--- src/rtl/div_seq_ctrl.sv ---
// Multi-cycle radix-2 restoring divider sequencer for the execute stage.
// Handles DIV/DIVU, drives the stall request and honours pipeline annul.
// Optional feature macro: DIV_EARLY_OUT_EN (skip iterations when |dividend| < |divisor|).
module div_seq_ctrl #(
    parameter int unsigned DATA_W = 32,
    parameter int unsigned CNT_W  = 6
) (
    input  logic                  clk,
    input  logic                  rst_n,
    input  logic                  div_start_i,
    input  logic                  div_signed_i,
    input  logic                  annul_i,
    input  logic [DATA_W-1:0]     dividend_i,
    input  logic [DATA_W-1:0]     divisor_i,
    output logic [2*DATA_W-1:0]   div_res_o,
    output logic                  div_ready_o,
    output logic                  div_busy_o,
    output logic                  stallreq_o
);

    localparam int unsigned RES_W = 2 * DATA_W;

    typedef enum logic [1:0] {
        ST_FREE   = 2'd0,
        ST_BYZERO = 2'd1,
        ST_ON     = 2'd2,
        ST_END    = 2'd3
    } state_e;

    state_e              state_q, state_d;
    logic [CNT_W-1:0]    cnt_q, cnt_d;
    logic [DATA_W-1:0]   rem_q, rem_d;
    logic [DATA_W-1:0]   dvd_q, dvd_d;
    logic [DATA_W-1:0]   dvs_q, dvs_d;
    logic                neg_quot_q, neg_quot_d;
    logic                neg_rem_q, neg_rem_d;
    logic [RES_W-1:0]    res_q, res_d;
    logic                ready_q, ready_d;
    logic                busy_q, busy_d;

    logic [DATA_W-1:0]   abs_dvd, abs_dvs;
    logic [DATA_W:0]     rem_sh;
    logic [DATA_W-1:0]   rem_diff, rem_nx, dvd_nx, quot_fix, rem_fix;
    logic                q_bit;

    // Operand magnitudes; two's-complement negation only for signed DIV
    always_comb begin
        abs_dvd = (div_signed_i && dividend_i[DATA_W-1]) ? DATA_W'(-dividend_i) : dividend_i;
        abs_dvs = (div_signed_i && divisor_i[DATA_W-1])  ? DATA_W'(-divisor_i)  : divisor_i;
    end

    // One restoring shift-subtract step plus final sign correction
    always_comb begin
        rem_sh   = {rem_q, dvd_q[DATA_W-1]};
        q_bit    = (rem_sh >= {1'b0, dvs_q});
        rem_diff = rem_sh[DATA_W-1:0] - dvs_q;
        rem_nx   = q_bit ? rem_diff : rem_sh[DATA_W-1:0];
        dvd_nx   = {dvd_q[DATA_W-2:0], q_bit};
        quot_fix = neg_quot_q ? DATA_W'(-dvd_nx) : dvd_nx;
        rem_fix  = neg_rem_q  ? DATA_W'(-rem_nx) : rem_nx;
    end

    // Next-state and registered-output logic
    always_comb begin
        state_d    = state_q;
        cnt_d      = cnt_q;
        rem_d      = rem_q;
        dvd_d      = dvd_q;
        dvs_d      = dvs_q;
        neg_quot_d = neg_quot_q;
        neg_rem_d  = neg_rem_q;
        res_d      = res_q;
        ready_d    = ready_q;

        if (annul_i) begin
            state_d = ST_FREE;
            cnt_d   = '0;
            res_d   = '0;
            ready_d = 1'b0;
        end else begin
            case (state_q)
                ST_FREE: begin
                    res_d   = '0;
                    ready_d = 1'b0;
                    if (div_start_i) begin
                        neg_quot_d = div_signed_i & (dividend_i[DATA_W-1] ^ divisor_i[DATA_W-1]);
                        neg_rem_d  = div_signed_i & dividend_i[DATA_W-1];
                        dvs_d      = abs_dvs;
                        cnt_d      = '0;
                        if (divisor_i == '0) begin
                            rem_d   = '0;
                            dvd_d   = '0;
                            state_d = ST_BYZERO;
`ifdef DIV_EARLY_OUT_EN
                        end else if (abs_dvd < abs_dvs) begin
                            // Result known up front: quotient 0, remainder is the raw dividend
                            rem_d   = dividend_i;
                            dvd_d   = '0;
                            state_d = ST_BYZERO;
`endif
                        end else begin
                            rem_d   = '0;
                            dvd_d   = abs_dvd;
                            state_d = ST_ON;
                        end
                    end
                end
                ST_BYZERO: begin
                    res_d   = {rem_q, dvd_q};
                    ready_d = 1'b1;
                    state_d = ST_END;
                end
                ST_ON: begin
                    rem_d = rem_nx;
                    dvd_d = dvd_nx;
                    cnt_d = cnt_q + CNT_W'(1);
                    if (cnt_q == CNT_W'(DATA_W - 1)) begin
                        res_d   = {rem_fix, quot_fix};
                        ready_d = 1'b1;
                        state_d = ST_END;
                    end
                end
                ST_END: begin
                    if (!div_start_i) begin
                        res_d   = '0;
                        ready_d = 1'b0;
                        state_d = ST_FREE;
                    end
                end
                default: begin
                    state_d = ST_FREE;
                end
            endcase
        end

        busy_d = (state_d == ST_ON) || (state_d == ST_BYZERO);
    end

    // State and datapath registers
    always_ff @(posedge clk or negedge rst_n) begin
        if (!rst_n) begin
            state_q    <= ST_FREE;
            cnt_q      <= '0;
            rem_q      <= '0;
            dvd_q      <= '0;
            dvs_q      <= '0;
            neg_quot_q <= 1'b0;
            neg_rem_q  <= 1'b0;
            res_q      <= '0;
            ready_q    <= 1'b0;
            busy_q     <= 1'b0;
        end else begin
            state_q    <= state_d;
            cnt_q      <= cnt_d;
            rem_q      <= rem_d;
            dvd_q      <= dvd_d;
            dvs_q      <= dvs_d;
            neg_quot_q <= neg_quot_d;
            neg_rem_q  <= neg_rem_d;
            res_q      <= res_d;
            ready_q    <= ready_d;
            busy_q     <= busy_d;
        end
    end

    assign div_res_o   = res_q;
    assign div_ready_o = ready_q;
    assign div_busy_o  = busy_q;
    assign stallreq_o  = div_start_i & ~ready_q & ~annul_i;

endmodule

--- config.mk ---
export PLATFORM = sky130hd
export DESIGN_NAME = div_seq_ctrl
export DESIGN_NICKNAME = d
export VERILOG_FILES = /design/src/rtl/div_seq_ctrl.sv
export SDC_FILE = /design/constraint.sdc
export NUM_CORES = 1
export LEC_CHECK = 0
export BUFFER_PORTS_ARGS = -buffer_cell sky130_fd_sc_hd__buf_2
export CORE_MARGIN = 3
export CORE_UTILIZATION = 30
export DETAILED_ROUTE_END_ITERATION = 16
export GPL_TIMING_DRIVEN = 0
export HOLD_SLACK_MARGIN = 0.02
export PLACE_DENSITY = 0.44
export SLEW_MARGIN = 15
export SYNTH_ARGS = -nofsm -noshare
export SYNTH_HDL_FRONTEND = slang
export SYNTH_SLANG_ARGS = --single-unit
--- constraint.sdc ---
create_clock -name clk -period 7.8 [get_ports clk]
set_input_delay 1.56 -clock clk [delete_from_list [all_inputs] [get_ports clk]]
set_output_delay 1.56 -clock clk [all_outputs]
set_load 0.02 [all_outputs]
==> flow_metrics.env <==
export IMPL_outcome="finished, final reports clean"
export IMPL_postCtsHoldBufs=0
export IMPL_clk_latency_ns=0.46
export IMPL_max_stage_delay_ns=0.86
export IMPL_dp_slack_ns=1.14
export IMPL_syn_avg_cell_area_um2=8.15
export IMPL_yosysTopAreaCellShare_pct=34.5
export IMPL_finalSetupViolations=0
export IMPL_ys_types=83
export IMPL_rows=74
export IMPL_synth_top_cell_by_area="dfrtp_1"
export IMPL_antenna_left=0
export IMPL_layout_commonest_cell="nand2_1"
export IMPL_finalHoldViolCount=0
export IMPL_insertedDiodeCount=0
export IMPL_seqPwrFrac_pct=21.1
export IMPL_ff2ff_path_depth=22
export IMPL_numCtsBuffers=17
export IMPL_syn_cell_area_mm2=0.0125
export IMPL_layout_nets=1799
export IMPL_maxCapViolCount=0
export IMPL_cp_required_ns=8.14
export IMPL_htree_levels=4
export IMPL_cp_max_fo=10
export IMPL_initial_utilization_pct=30.5
export IMPL_p_comb_share_pct=67.7
export IMPL_viasPerCell=5.35
export IMPL_intPower_uw=3290
export IMPL_globalplace_congestion=0.872
export IMPL_die_area_mm2=0.0441
export IMPL_cts_root_buffer="clkbuf_16"
export IMPL_port_buffers=134
export IMPL_switching_share_pct=54.7
export IMPL_crit_start="rem_q[14]"
export IMPL_critPathKind="flip-flop to flip-flop"
export IMPL_synthArstFlopShare_pct=100
export IMPL_power_density_mw_per_mm2=504
export IMPL_total_power_uw=7280
export IMPL_synth_cells=1533
export IMPL_drive_gt1_share_pct=11.9
export IMPL_ys_warn_count=0
export IMPL_cts_tree="done"
export IMPL_p_clk_share_pct=11.3
export IMPL_ios=136
export IMPL_r2r_slack_ns=0.89
export IMPL_die_w_um=210
export IMPL_hp_class="flip-flop to flip-flop"
export IMPL_antenna_found_initial=0
export IMPL_yosys_top_cells_area="dfrtp_1 34%, o21ai_0 8.0%, nand2_1 6.4%, xnor2_1 6.0%, ha_1 4.1%"
export IMPL_r2r_end="div_res_o[56]"
export IMPL_fp_coreArea_mm2=0.0410
export IMPL_maxSlewViolCount=0
export IMPL_vias=11949
export IMPL_yosys_most_used_dff="dfrtp_1"
export IMPL_cp_slowest_cell="o41ai_1"
export IMPL_clock_skew_ns=0.0178
export IMPL_setup_slack_ns=0.885
export IMPL_drc=0
export IMPL_crit_top_cell="buf_2"
export IMPL_fin_crit_ns=6.91
export IMPL_critPathLaunchType="flip-flop"
export IMPL_wl_per_cell_um=20.6
export IMPL_final_cell_mix="213 x nand2_1, 200 x o21ai_0, 172 x dfrtp_1"
export IMPL_drt_iter0_drc=789
export IMPL_cts_resized_gates=0
export IMPL_grt_max_degree=96
export IMPL_grt_setup_unrepaired="no"
export IMPL_post_route_period_util_pct=88.6
export IMPL_grt_pass1_wl_um=70700
export IMPL_die_h_um=210
export IMPL_rr_startpoint="rem_q[14]"
export IMPL_synth_nets=1644
export IMPL_cts_clk_slew_worst_paths_ns=0.08
export IMPL_cts_buffer_depth=2
export IMPL_critPathCaptureType="flip-flop"
export IMPL_ys_ff_latch=172
export IMPL_finalSetupTns_ns=0
export IMPL_cp_arrival_ns=7.25
export IMPL_worst_pin_slew_ns=1.02
export IMPL_synthToLayoutAreaGrowth_pct=15.6
export IMPL_cts_sinks=172
export IMPL_ys_seq_area_share_pct=34.5
export IMPL_overflow=0
export IMPL_grt_pass1_vias=11537
export IMPL_grt_usage_pct=20.7
export IMPL_worstPathCellList="ha_1, clkbuf_1, nand4_1, nor3_1, nand2_1, o31ai_2, a21oi_1, nand2_4, buf_2, buf_2, buf_2, nand2_1, o21ai_0, ha_1, inv_1, nor2_1, nand4b_1, o41ai_1, nand4b_1, o31ai_1, xnor2_1, o21ai_1"
export IMPL_synth_edf_count=0
export IMPL_first_pass_iters=5
export IMPL_place_hpwl_um=36400
export IMPL_fmax_mhz=145
export IMPL_ir_drop_v=0.000232
export IMPL_routed_wl_um=45900
export IMPL_fill_cells=4368
export IMPL_slew_headroom_pct=31.3
export IMPL_p_switching_uw=3980
export IMPL_crit_end="div_res_o[56]"
export IMPL_cts_setup_buffers=0
export IMPL_cellLeakagePower_uw=0.00615
sequential cells by signal, indices dropped and copies added (netlist names):
signal and cells:
cnt_q 6, dvs_q 32, dvd_q 32, div_ready_o 1, neg_rem_q 1, neg_quot_q 1, state_q 2, rem_q 32
div_busy_o 1, div_res_o 64
worst max-delay path, delay by kind of cell, from the launching register on:
family	cells	cell delay (ns)
AO/OA/AOI/OAI	6	2.00
AND/OR/NAND/NOR	8	1.94
buffers and inverters	5	1.54
adder cells (fa/ha/maj)	2	0.65
flip-flops	1	0.47
XOR/XNOR	1	0.19
through the flow:
step           hold slack (ns)  std cells  utilization, %  cell area (um2)
6_report                 0.473       2233            35.2            14400
5_1_grt                  0.506       2233            35.2            14400
4_1_cts                  0.481       2233            35.2            14400
3_5_place_dp             0.465       2201            33.9            13900
3_3_place_gp             0.460       2199            33.7            13800
2_1_floorplan            0.450       1533               -            12500
synth_stat cells (all sizes together), types with 6 or more instances:
cell type / instances
nor2: 88
o31ai: 28
or4: 15
nand3: 21
xor2: 51
nand2b: 9
ha: 41
a31oi: 7
o21ai: 215
nor3b: 7
and2: 9
nor4: 12
nor3: 52
and3: 7
nand4: 6
mux2i: 34
dfrtp: 172
a211o: 7
or3: 15
buf: 19
a21oi: 93
a22oi: 61
a221oi: 17
xnor2: 86
clkbuf: 78
a211oi: 6
inv: 63
a21o: 10
o41ai: 15
nand2: 214
routing by layer:
metal  vias to the layer above  GRT usage (%)  share of wire, %
met5                         -              0                 0
met2                       307           30.3                43
met3                        45           3.01               4.5
met1                      5766           31.4                51
li1                       5831              -                 -
met4                         0           6.35               2.0
cell families after synthesis:
kind of cell | share of synthesized area (%)
multiplexers | 2.84
AO/OA/AOI/OAI | 25.6
XOR/XNOR | 9.60
flip-flops | 34.5
AND/OR/NAND/NOR | 18.3
buffers and inverters | 4.90
adder cells (fa/ha/maj) | 4.27
power by group through the flow:
stage,Sequential (uW),Combinational [uW],Clock [uW]
floorplan,1480,3410,0
global placement,1540,4820,0
detailed placement,1540,4860,0
CTS,1520,4880,845
global route,1570,5430,880
finish,1530,4920,821
area by class of cell:
| class | count | area, um2 | area share (%) |
|---|---|---|---|
| Buffer | 97 | 375 | 2.60 |
| Sequential cell | 172 | 4300 | 29.8 |
| Tap cell | 532 | 666 | 4.61 |
| Multi-Input combinational cell | 1201 | 7580 | 52.5 |
| Timing Repair Buffer | 136 | 736 | 5.10 |
| Clock buffer | 19 | 433 | 3.00 |
| Clock inverter | 13 | 109 | 0.754 |
| Inverter | 63 | 236 | 1.64 |
worst min path at each step:
stage                        startpoint       endpoint  slack, ns  cells after the start
after CTS                 div_res_o[14]  div_res_o[14]       0.48                      2
after global placement     div_res_o[4]   div_res_o[4]       0.46                      2
after global routing      div_res_o[28]  div_res_o[28]       0.51                      2
after floorplan               dvs_q[10]      dvs_q[10]       0.45                      2
after detailed placement  div_res_o[14]  div_res_o[14]       0.47                      2
final                     div_res_o[41]  div_res_o[41]       0.47                      2
No activity file was read; power rests on OpenSTA's default activity.
